$ cat src/rtl/piano_command_transmitter.sv
// rtl/piano_command_transmitter.sv - piano command link UART transmitter
//
// Purpose: watches four 6-bit track note inputs and, whenever one differs from the
// value last sent for that track, transmits the command byte {track[1:0], note[5:0]}
// as a UART frame (LSB first, idle high). Dirty tracks are served round-robin.
//
// Configuration macro: PIANO_TX_PARITY_EN
//   defined     -> 8E1 frame (even parity bit between bit7 and stop)
//   not defined -> 8N1 frame
//
// Parameters:
//   CLKS_PER_BIT  clock cycles per UART bit (>= 2)
//
// Ports:
//   iFpgaClock    in   system clock, rising edge
//   iFpgaReset    in   asynchronous active-high reset
//   iTrack0..3    in   desired note per track (0 = silence)
//   iHold         in   1 = do not launch a new frame
//   oTx           out  serial line, idle high, registered
//   oBusy         out  1 while a frame is in flight
//   oDone         out  one-cycle pulse when the stop bit completes
//   oDoneTrack    out  track index of the completed frame, valid with oDone

module piano_command_transmitter #(
  parameter int CLKS_PER_BIT = 10416
) (
  input  logic       iFpgaClock,
  input  logic       iFpgaReset,
  input  logic [5:0] iTrack0,
  input  logic [5:0] iTrack1,
  input  logic [5:0] iTrack2,
  input  logic [5:0] iTrack3,
  input  logic       iHold,
  output logic       oTx,
  output logic       oBusy,
  output logic       oDone,
  output logic [1:0] oDoneTrack
);

  localparam int CW = (CLKS_PER_BIT > 2) ? $clog2(CLKS_PER_BIT) : 1;
  localparam logic [CW-1:0] BAUD_LAST = CW'(CLKS_PER_BIT - 1);

`ifdef PIANO_TX_PARITY_EN
  typedef enum logic [2:0] {S_IDLE, S_START, S_DATA, S_PARITY, S_STOP} state_t;
`else
  typedef enum logic [1:0] {S_IDLE, S_START, S_DATA, S_STOP} state_t;
`endif

  state_t        state;
  logic [5:0]    note [4];
  logic [5:0]    last_sent [4];
  logic [3:0]    dirty;
  logic          any_dirty;
  logic [1:0]    rr_ptr;
  logic [1:0]    winner;
  logic [1:0]    cur_track;
  logic [7:0]    frame_byte;
  logic [2:0]    bit_idx;
  logic [CW-1:0] baud_cnt;
  logic          baud_end;

  assign note[0] = iTrack0;
  assign note[1] = iTrack1;
  assign note[2] = iTrack2;
  assign note[3] = iTrack3;

  always_comb begin
    dirty = '0;
    for (int i = 0; i < 4; i++) begin
      dirty[i] = (note[i] != last_sent[i]);
    end
  end

  assign any_dirty = |dirty;
  assign baud_end  = (baud_cnt == BAUD_LAST);

  // Round-robin pick: first dirty track at or after rr_ptr, wrapping mod 4.
  always_comb begin : pick
    logic       found;
    logic [1:0] cand;
    winner = rr_ptr;
    found  = 1'b0;
    cand   = rr_ptr;
    for (int k = 0; k < 4; k++) begin
      cand = rr_ptr + 2'(k);
      if (!found && dirty[cand]) begin
        winner = cand;
        found  = 1'b1;
      end
    end
  end

  always_ff @(posedge iFpgaClock or posedge iFpgaReset) begin
    if (iFpgaReset) begin
      state      <= S_IDLE;
      oTx        <= 1'b1;
      oBusy      <= 1'b0;
      oDone      <= 1'b0;
      oDoneTrack <= 2'd0;
      rr_ptr     <= 2'd0;
      cur_track  <= 2'd0;
      frame_byte <= 8'd0;
      bit_idx    <= 3'd0;
      baud_cnt   <= '0;
      for (int i = 0; i < 4; i++) begin
        last_sent[i] <= 6'd0;
      end
    end else begin
      oDone <= 1'b0;
      if (state == S_IDLE) begin
        baud_cnt <= '0;
        bit_idx  <= 3'd0;
        if (any_dirty && !iHold) begin
          // Latch the command now so later input changes cannot disturb this frame.
          frame_byte        <= {winner, note[winner]};
          last_sent[winner] <= note[winner];
          cur_track         <= winner;
          rr_ptr            <= winner + 2'd1;
          state             <= S_START;
          oTx               <= 1'b0;
          oBusy             <= 1'b1;
        end
      end else if (!baud_end) begin
        baud_cnt <= baud_cnt + 1'b1;
      end else begin
        baud_cnt <= '0;
        case (state)
          S_START: begin
            oTx     <= frame_byte[0];
            bit_idx <= 3'd0;
            state   <= S_DATA;
          end
          S_DATA: begin
            if (bit_idx == 3'd7) begin
`ifdef PIANO_TX_PARITY_EN
              oTx   <= ^frame_byte;
              state <= S_PARITY;
`else
              oTx   <= 1'b1;
              state <= S_STOP;
`endif
            end else begin
              bit_idx <= bit_idx + 3'd1;
              oTx     <= frame_byte[bit_idx + 3'd1];
            end
          end
`ifdef PIANO_TX_PARITY_EN
          S_PARITY: begin
            oTx   <= 1'b1;
            state <= S_STOP;
          end
`endif
          S_STOP: begin
            // Returning to IDLE here guarantees at least one idle-high cycle before the next start bit.
            oBusy      <= 1'b0;
            oDone      <= 1'b1;
            oDoneTrack <= cur_track;
            state      <= S_IDLE;
          end
          default: state <= S_IDLE;
        endcase
      end
    end
  end

endmodule

$ cat config.mk
export PLATFORM = sky130hd
export DESIGN_NAME = piano_command_transmitter
export DESIGN_NICKNAME = d
export VERILOG_FILES = /design/src/rtl/piano_command_transmitter.sv
export SDC_FILE = /design/constraint.sdc
export NUM_CORES = 1
export LEC_CHECK = 0
export ABC_AREA = 1
export BUFFER_PORTS_ARGS = -buffer_cell sky130_fd_sc_hd__clkbuf_2
export CAP_MARGIN = 20
export CORE_MARGIN = 8
export CORE_UTILIZATION = 54
export CTS_CLUSTER_SIZE = 25
export DETAILED_ROUTE_END_ITERATION = 10
export PLACE_DENSITY = 0.74
export SYNTH_ARGS = -nofsm -noshare
export SYNTH_HDL_FRONTEND = slang
export SYNTH_SLANG_ARGS = --single-unit
$ cat constraint.sdc
create_clock -name iFpgaClock -period 2.1 [get_ports iFpgaClock]
set_clock_uncertainty 0.1 [all_clocks]
set_input_delay 0.21 -clock iFpgaClock [delete_from_list [all_inputs] [get_ports iFpgaClock]]
set_output_delay 0.21 -clock iFpgaClock [all_outputs]
set_load 0.005 [all_outputs]
==> metrics.txt, run 1 <==
outcome=complete, but fails checks; failing checks=setup timing; leading area contributor after synthesis=dfrtp_1; DR DRC count=0; DR vias/cell=5.40; sequential-to-total area share from yosys stat=39.3%; post-route antenna net violation count=0; Post-synth EDFFs=0; main flop type after synthesis=dfrtp_1; CTS tree=done; Synth cell types=34; minimum clock period=2530 ps; Post-Route WL=between 10000 and 15000 um; Ys Warns=0; Hold Vio Cnt, Final=0; unrepaired setup endpoints after global routing=yes; Yosys top cell area share=38.6%; reg2reg start=last_sent[14]$_DFFE_PP0P_; DRT iter0 DRCs=306; H-Tree Depth=3; Lkg Pwr=between 0.002 and 0.003 uW; core area=0.00672 mm2; Pre-antenna DRT Iters=5; Die Wd=98.7 um; Net count, final=699; DP Wirelength=7420 um; Max-slew headroom=approximately 66%; final setup vio count=34; critical path capture point type=flip-flop; max_cap viols=0; Final period util=120%; Synth Instances=between 500 and 600; CP arrival=roughly 2700 ps; critical path launch point type=flip-flop; layout cell share with drive strength beyond 1=~36%; top cells by count, synth=nand2_1, inv_1, nor2_1; count leader, synth=nand2_1; CTS buffer count=9; Slew @ Worst Pin=approximately 510 ps; ranking of synthesized cells by area=dfrtp_1, nand2_1, inv_1, nand3_1, nor2_1; vias in the first global route=3724; Worst Path Max Fanout=6; f_max=396 MHz; Die Span Y=98.7 um; Pwr Total=2540 uW; Final Max Tran Viols=0; Rows=30; antenna violations before repair=0; Post-synth ARST share=100%; Final WS setup=-428 ps; full die area=0.00974 mm2; GPL Wtd Cong=0.961; Max VDD drop=0.000550 V; DR WL/cell=15.5 um; crit path kind=flip-flop to flip-flop; WP data required=2240 ps; GRT overflow=0; worst skew pair latency=350 ps; Crit. Startpoint=last_sent[14]$_DFFE_PP0P_; Yosys reg bits=just under 60; first-pass GRT wire length=17900 um; I/O Pins=32; Fillers=450; Starting Density=between 50% and 60%; TritonCTS Sinks=58; port bufs=31; clk root buf=clkbuf_8; via count=4049; pin count of the biggest net entering global routing=40; overall routing resource usage=22.9%; Mapped Nets=around 580; pwr/cell area=479 mW/mm2; syn avg cell area=6.75 um2; DP Worst Slack=-466 ps; Worst-path clk slew=approximately 70 ps; hold crit path type=primary input to async pin; Max clock buf depth=2; Antenna Diode Count=0; P&R area growth vs syn=43.3%; Post-Syn Area=0.00369 mm2
## metal layers
layer | GRT usage, % | vias to the layer above | share of wire [%]
li1 | - | 1943 | -
met1 | 29.4 | 1953 | 43
met2 | 36.8 | 125 | 49
met3 | 4.23 | 28 | 5.7
met4 | 9.45 | 0 | 2.2
met5 | 0 | - | 0
## timing repair
item | 4_1_cts | 5_1_grt
gates resized for setup | 74 | 51
setup buffers | 10 | 15
pin swaps | 21 | 29
endpoints found under the setup margin | 37 | 45
hold buffers | 1 | 0
cloned | 1 | 0
hold endpoints to repair | 19 | 0
## registers in the layout, summed over array words and instances, names as in the netlist
name,cells
oBusy,1
baud_cnt,14
oDone,1
cur_track,2
bit_idx,3
state,2
rr_ptr,2
oTx,1
frame_byte,6
oDoneTrack,2
last_sent,24
## final cells by class
type                       count  area, um2  share of cell area, %
clock buffer                  10        138                   2.60
clock inverter                 6       90.1                   1.70
inverter                      76        298                   5.63
multi-input combinational    403       2340                   44.2
sequential                    58       1450                   27.5
tap                           80        100                   1.89
timing repair buffer         117        875                   16.5
## per-stage QoR
step | util, % | std cells | setup TNS (ps) | instance area (um2) | hold slack [ps]
after floorplan | - | 547 | 0 | 3690 | 333
after global placement | 64.8 | 708 | -11330 | 4350 | 142
after detailed placement | 64.8 | 708 | -12840 | 4350 | 154
after CTS | 74.4 | 735 | -8080 | 5000 | 305
after global routing | 78.7 | 750 | -16430 | 5290 | 347
final | 78.7 | 750 | -12350 | 5290 | 329
## placed cells by master (no fill, tap or decap), drive strengths merged
master / Yosys / layout
a2111oi: 1 / 1
a211oi: 1 / 1
a21oi: 9 / 9
and3: 1 / 1
buf: 7 / 85
bufinv: 0 / 2
clkbuf: 4 / 41
clkinv: 0 / 3
clkinvlp: 0 / 1
dfrtp: 57 / 57
dfstp: 1 / 1
dlygate4sd3: 0 / 1
ha: 7 / 7
inv: 76 / 76
mux2: 2 / 2
nand2: 225 / 226
nand3: 51 / 51
nand4: 10 / 10
nor2: 63 / 63
nor3: 8 / 8
nor3b: 2 / 2
nor4: 1 / 1
o211ai: 2 / 2
o21ai: 13 / 13
o21bai: 1 / 1
o41ai: 1 / 1
xnor2: 1 / 1
xor2: 3 / 3
## power by group
group / switching [uW] / total, uW / internal [uW]
sequential: 0 / 1120 / 1120
clock: 493 / 1200 / 702
combinational: 137 / 224 / 87.4
## path summary, 6_finish.rpt
kind / to / slack (ps) / depth (start not counted)
worst max-delay path: last_sent[14]$_DFFE_PP0P_ / -430 / 18
worst min-delay path: last_sent[5]$_DFFE_PP0P_ / 330 / 3
worst max register to register: last_sent[14]$_DFFE_PP0P_ / -430 / 18
worst min register to register: frame_byte[2]$_DFFE_PP0P_ / 380 / 2
max in group asynchronous: oTx$_DFFE_PP1P_ / 920 / 4
min in group iFpgaClock: frame_byte[3]$_DFFE_PP0P_ / 330 / 7
## kinds of logic after synthesis
family	Yosys count	share of synthesized area [%]
fa+ha+maj	7	2.37
xor+xnor	4	1.15
simple gates	361	42.7
mux	2	0.610
flops	58	39.3
compound gates	28	4.27
buf+inv	87	9.52
## worst max-delay path: stages, from the launching register on
cell     delay [ps]
dfrtp_1         380
inv_1            60
nand2_1          80
nand2_1          60
nor2_1          150
nand3_2         140
nand2_1         120
nand2_1          80
nand2_1         100
nand2_4          80
nor2_8          150
nand4_2         180
buf_4           230
nand3_1          80
nand2_1          70
nand2_1         140
nand2_4         100
nand2_1          80
nand2_1          50
Note: power is estimated with default switching activity, not from simulation.
==> run 2, diff against run 1 <==
--- a/config.mk
+++ b/config.mk
@@ -9,10 +9,10 @@
 export BUFFER_PORTS_ARGS = -buffer_cell sky130_fd_sc_hd__clkbuf_2
 export CAP_MARGIN = 20
 export CORE_MARGIN = 8
-export CORE_UTILIZATION = 54
+export CORE_UTILIZATION = 35
 export CTS_CLUSTER_SIZE = 25
 export DETAILED_ROUTE_END_ITERATION = 10
-export PLACE_DENSITY = 0.74
+export PLACE_DENSITY = 0.51
 export SYNTH_ARGS = -nofsm -noshare
 export SYNTH_HDL_FRONTEND = slang
 export SYNTH_SLANG_ARGS = --single-unit
==> metrics.txt, run 2 (synthesis gave the netlist of run 1 again) <==
DR DRC count=0; Fillers=between 1000 and 1500; Max-slew headroom=62.9%; Slew @ Worst Pin=556 ps; DP Wirelength=8300 um; combinational fraction of design power=8.3%; pin count of the biggest net entering global routing=24; antenna violations before repair=0; DR WL/cell=13.9 um; clk root buf=clkbuf_8; port bufs=31; Final WS setup=-354 ps; utilization after layout=50.5%; hold crit path type=primary input to flip-flop; sequential fraction of design power=a little over two fifths; WHS Path Cells=7; Lkg Pwr=0.00282 uW; failing checks=setup timing; setup TNS=-10750 ps; most frequent cells in the layout=nand2_1, buf_4, inv_1; RR Endpoint=last_sent[20]$_DFFE_PP0P_; Largest regs=last_sent (24), baud_cnt (14), frame_byte (6); met3 WL=400 um; internal reg-to-reg setup slack=-350 ps; metal2 WL=5240 um; final setup vio count=34; minimum clock period=2450 ps; reg2reg start=last_sent[5]$_DFFE_PP0P_; first-pass GRT wire length=18200 um; I/O Pins=32; via count=between 3000 and 4000; Net Sw Power=613 uW; vias in the first global route=between 3000 and 4000; Final Hold Slack=322 ps; overall routing resource usage=16.1%; Die Wd=119 um; GPL Wtd Cong=slightly below 0.9; WP data required=2230 ps; worst skew pair latency=~350 ps; Rows=37; CP arrival=2580 ps; max reg flops=24; crit-path max cell delay=450 ps; max_cap viols=0; CTS buffer count=9; post-route antenna net violation count=0; Worst Path Max Fanout=6; commonest non-fill, non-tap cell in the layout=nand2_1; DR vias/cell=4.70; crit-path most repeated cell=nand2_4; Final period util=117%; top sig layer=met4; layout cell share with drive strength beyond 1=31.9%; Antenna Diode Count=0; full die area=between 0.01 and 0.015 mm2; Final Max Tran Viols=0; Top reg by flops=last_sent; TritonCTS Sinks=58; core area=roughly 0.010 mm2; DRT iter0 DRCs=297; Worst-path clk slew=70 ps; f_max=slightly above 400 MHz; GRT overflow=0; sw frac=24.0%; WL met1=5070 um; outcome=complete, but fails checks; Post-Route WL=11100 um; path depth of the worst reg2reg path=17; Clock power frac=47.9%; CTS tree=done; P&R area growth vs syn=40.4%; unrepaired setup endpoints after global routing=yes; Max VDD drop=around 0.00036 V; Starting Density=35.9%; H-Tree Depth=3; pwr/cell area=492 mW/mm2; critical path capture point type=flip-flop; critical path launch point type=flip-flop; Max clock buf depth=2; Int Power=1940 uW; Pre-antenna DRT Iters=4; Hold Vio Cnt, Final=0; Die Span Y=around 120 um; Crit-path slowest cell=dfrtp_2; crit path kind=flip-flop to flip-flop; HP Start=iHold; Worst Hold End=frame_byte[1]$_DFFE_PP0P_; worst path cell trace=nor2_1, nor2_1, nor2_1, nand3_1, nand2_1, nand2_2, nand2_2, nand2_4, nor2_8, nand3_4, nand2_4, nand2_4, nor2_8, nand2_4, buf_4, nand2_1, nand2_1; Net count, final=~700
-- run 2: changes by cell type in the layout (fill, tap and decap cells not counted), sizes merged --
cell and change:
clkinvlp -1, buf -2, clkinv -1, nand2 -1
clkbuf +2
-- run 2: cell type report --
| class | instances | area [um2] | area share (%) |
|---|---|---|---|
| multi-input cells | 402 | 2160 | 41.7 |
| flip-flops and latches | 58 | 1460 | 28.1 |
| clock inverters | 4 | 73.8 | 1.42 |
| clock buffers | 12 | 155 | 2.99 |
| repair buffers | 115 | 873 | 16.8 |
| inverters | 76 | 293 | 5.65 |
| well taps | 136 | 170 | 3.28 |
-- run 2: timing repair --
item                                   in CTS  in global routing
hold buffers                                1                  0
buffers inserted                            4                  5
setup endpoints to repair                  37                 45
endpoints found under the hold margin      19                  0
pin swaps                                   6                 15
resized for setup                          27                 55
cloned                                      0                  0
-- run 2: how the worst max path moves through the flow --
stage                                      endpoint                      start  depth (start not counted)
after floorplan           frame_byte[0]$_DFFE_PP0P_      rr_ptr[1]$_DFFE_PP0P_                         14
after global placement     last_sent[0]$_DFFE_PP0P_   last_sent[5]$_DFFE_PP0P_                         17
after detailed placement   last_sent[3]$_DFFE_PP0P_  last_sent[11]$_DFFE_PP0P_                         18
after CTS                 last_sent[20]$_DFFE_PP0P_   last_sent[5]$_DFFE_PP0P_                         17
after global routing       last_sent[8]$_DFFE_PP0P_  last_sent[19]$_DFFE_PP0P_                         17
final                     last_sent[20]$_DFFE_PP0P_   last_sent[5]$_DFFE_PP0P_                         17
-- run 2: per-stage QoR --
| stage | total power, uW | std cells | worst slack, ps | area [um2] |
|---|---|---|---|---|
| 4_1_cts | 2570 | 798 | -368 | 4940 |
| 3_3_place_gp | 1330 | 777 | -391 | 4570 |
| 3_5_place_dp | 1330 | 777 | -395 | 4570 |
| 5_1_grt | 2640 | 803 | -489 | 5180 |
| 2_1_floorplan | 1220 | 547 | 17.3 | 3690 |
| 6_report | 2550 | 803 | -354 | 5180 |
-- run 2: worst max-delay path, delay by kind of cell (launching register included) --
| family | cells | cell delay [ps] |
|---|---|---|
| buffers and inverters | 1 | 150 |
| AND/OR/NAND/NOR | 16 | 1620 |
| flip-flops | 1 | 450 |
-- run 2: power by group through the flow --
stage | logic, uW | clock network (uW) | registers [uW]
4_1_cts | 204 | 1250 | 1120
6_report | 211 | 1220 | 1120
5_1_grt | 234 | 1290 | 1120
3_3_place_gp | 194 | 0 | 1140
3_5_place_dp | 195 | 0 | 1140
2_1_floorplan | 81.6 | 0 | 1140
-- run 2: layer usage --
| layer | up-vias | global-route usage, % |
|---|---|---|
| met5 | - | 0 |
| met4 | 0 | 7.91 |
| met3 | 29 | 4.05 |
| met2 | 82 | 25.9 |
| met1 | 1732 | 19.7 |
| li1 | 1931 | - |
==> run 3, diff against run 2 <==
--- a/config.mk
+++ b/config.mk
@@ -6,12 +6,13 @@
 export NUM_CORES = 1
 export LEC_CHECK = 0
 export ABC_AREA = 1
-export BUFFER_PORTS_ARGS = -buffer_cell sky130_fd_sc_hd__clkbuf_2
+export BUFFER_PORTS_ARGS = -buffer_cell sky130_fd_sc_hd__buf_4
 export CAP_MARGIN = 20
-export CORE_MARGIN = 8
+export CORE_MARGIN = 3
 export CORE_UTILIZATION = 35
 export CTS_CLUSTER_SIZE = 25
 export DETAILED_ROUTE_END_ITERATION = 10
+export MAX_ROUTING_LAYER = met4
 export PLACE_DENSITY = 0.51
 export SYNTH_ARGS = -nofsm -noshare
 export SYNTH_HDL_FRONTEND = slang
==> metrics.txt, run 3 (synthesis gave the netlist of run 1 again) <==
Fillers=983; full die area=0.0118 mm2; final setup vio count=34; Reg area=0.00145 mm2; Rows=36; Final period util=116%; Final Hold Slack=approximately 250 ps; pwr/cell area=481 mW/mm2; port bufs=31; DR DRC count=0; Multi-input gate area=0.00231 mm2; Die Span Y=109 um; DR WL/cell=13.9 um; DP Worst Slack=-422 ps; WP data required=2280 ps; TritonCTS Sinks=58; Antenna Diode Count=0; critical path launch point type=flip-flop; most frequent cells in the layout=nand2_1, buf_4, inv_1; failing checks=setup timing; post-route antenna net violation count=0; utilization after layout=54.1%; clk root buf=clkbuf_8; DR vias/cell=about 4.8; hold crit path type=primary input to flip-flop; Max-slew headroom=71.2%; antenna violations before repair=0; Worst Path Max Fanout=6; pin count of the biggest net entering global routing=25; Pre-antenna DRT Iters=5; CTS buffer count=9; Top reg by flops=last_sent; HP Start=iHold; I/O Pins=32; Worst-path clk slew=roughly 70 ps; max_cap viols=0; core area=0.0100 mm2; Slew @ Worst Pin=431 ps; commonest non-fill, non-tap cell in the layout=nand2_1; path depth of the worst reg2reg path=18; Pwr Total=2600 uW; GRT overflow=0; CP arrival=~2600 ps; vias in the first global route=3776; first-pass GRT wire length=18100 um; Worst Hold End=rr_ptr[0]$_DFFE_PP0P_; RR Endpoint=last_sent[10]$_DFFE_PP0P_; Post-Route WL=11100 um; Starting Density=36.9%; f_max=between 400 and 500 MHz; critical path capture point type=flip-flop; reg2reg start=last_sent[19]$_DFFE_PP0P_; Max VDD drop=0.000305 V; worst skew pair latency=340 ps; Net count, final=around 700; via count=approximately 3900; CTS tree=done; minimum clock period=2440 ps; internal reg-to-reg setup slack=-340 ps; unrepaired setup endpoints after global routing=yes; overall routing resource usage=20.2%; DRT iter0 DRCs=approximately 240; Max clock buf depth=2; layout cell share with drive strength beyond 1=37.9%; max reg flops=24; Lkg Pwr=0.00289 uW; Hold Vio Cnt, Final=0; WHS Path Cells=5; H-Tree Depth=3; outcome=complete, but fails checks; Largest regs=last_sent (24), baud_cnt (14), frame_byte (6); P&R area growth vs syn=46.6%; Final Max Tran Viols=0; crit path kind=flip-flop to flip-flop; DP Wirelength=7810 um; Die Wd=109 um; GPL Wtd Cong=0.874; Final WS setup=-341 ps
-- run 3: changes by cell type in the layout (fill, tap and decap cells not counted), sizes merged --
cell and delta:
nand2 +1, clkbuf -31, buf +31
-- run 3: final cells by class --
type,instances,area share (%)
Clock buffer,12,2.87
Clock inverter,4,1.36
Inverter,76,5.55
Multi-Input combinational cell,403,42.7
Sequential cell,58,26.8
Tap cell,133,3.07
Timing Repair Buffer,115,17.6
-- run 3: critical path: stages, from the launching register on --
cell and delay, ps:
dfrtp_1 400, nor2_1 110, nor2_1 50, nor2_1 130, nand3_2 150, nand2_1 110, nand2_1 90, nand2_1 90
nand2_2 90, nor2_8 150, nand3_4 160, buf_8 190, nand2_8 80, nand3_1 90, nand2_1 90, nand2_2 70
nand2_4 110, nand2_1 70, nand2_1 60
-- run 3: report_power, final --
part           internal, uW  total [uW]  switching (uW)
logic                   112         248             136
registers              1120        1120               0
clock network           735        1240             504
-- run 3: per-layer routing --
metal / vias to the layer above / GRT usage [%] / wire length, um
met1: 1794 / 27.2 / 5240
li1: 1937 / - / -
met2: 107 / 31.2 / 5090
met4: 0 / 7.03 / 310
met5: - / - / 0
met3: 31 / 3.08 / 505
-- run 3: worst max path at each step --
stage | end | slack (ps) | cells past startpoint | from
final | last_sent[10]$_DFFE_PP0P_ | -340 | 18 | last_sent[19]$_DFFE_PP0P_
after global routing | last_sent[22]$_DFFE_PP0P_ | -500 | 19 | last_sent[4]$_DFFE_PP0P_
after CTS | last_sent[11]$_DFFE_PP0P_ | -310 | 18 | last_sent[6]$_DFFE_PP0P_
after detailed placement | last_sent[1]$_DFFE_PP0P_ | -420 | 20 | last_sent[8]$_DFFE_PP0P_
after global placement | last_sent[2]$_DFFE_PP0P_ | -400 | 20 | last_sent[8]$_DFFE_PP0P_
after floorplan | frame_byte[0]$_DFFE_PP0P_ | 20 | 14 | rr_ptr[1]$_DFFE_PP0P_
-- run 3: what timing repair did --
item | CTS | global route
endpoints found under the hold margin | 13 | 0
gates cloned | 2 | 0
gates resized for setup | 51 | 82
buffers inserted | 8 | 10
hold buffers | 1 | 0
setup endpoints to repair | 34 | 44
pin swaps | 14 | 33
-- run 3: through the flow --
stage | setup TNS, ps | instances | cell area (um2)
after global routing | -15800 | 801 | 5410
final | -10170 | 801 | 5410
after floorplan | 0 | 547 | 3690
after detailed placement | -12220 | 765 | 4540
after global placement | -12070 | 765 | 4540
after CTS | -8960 | 791 | 5060
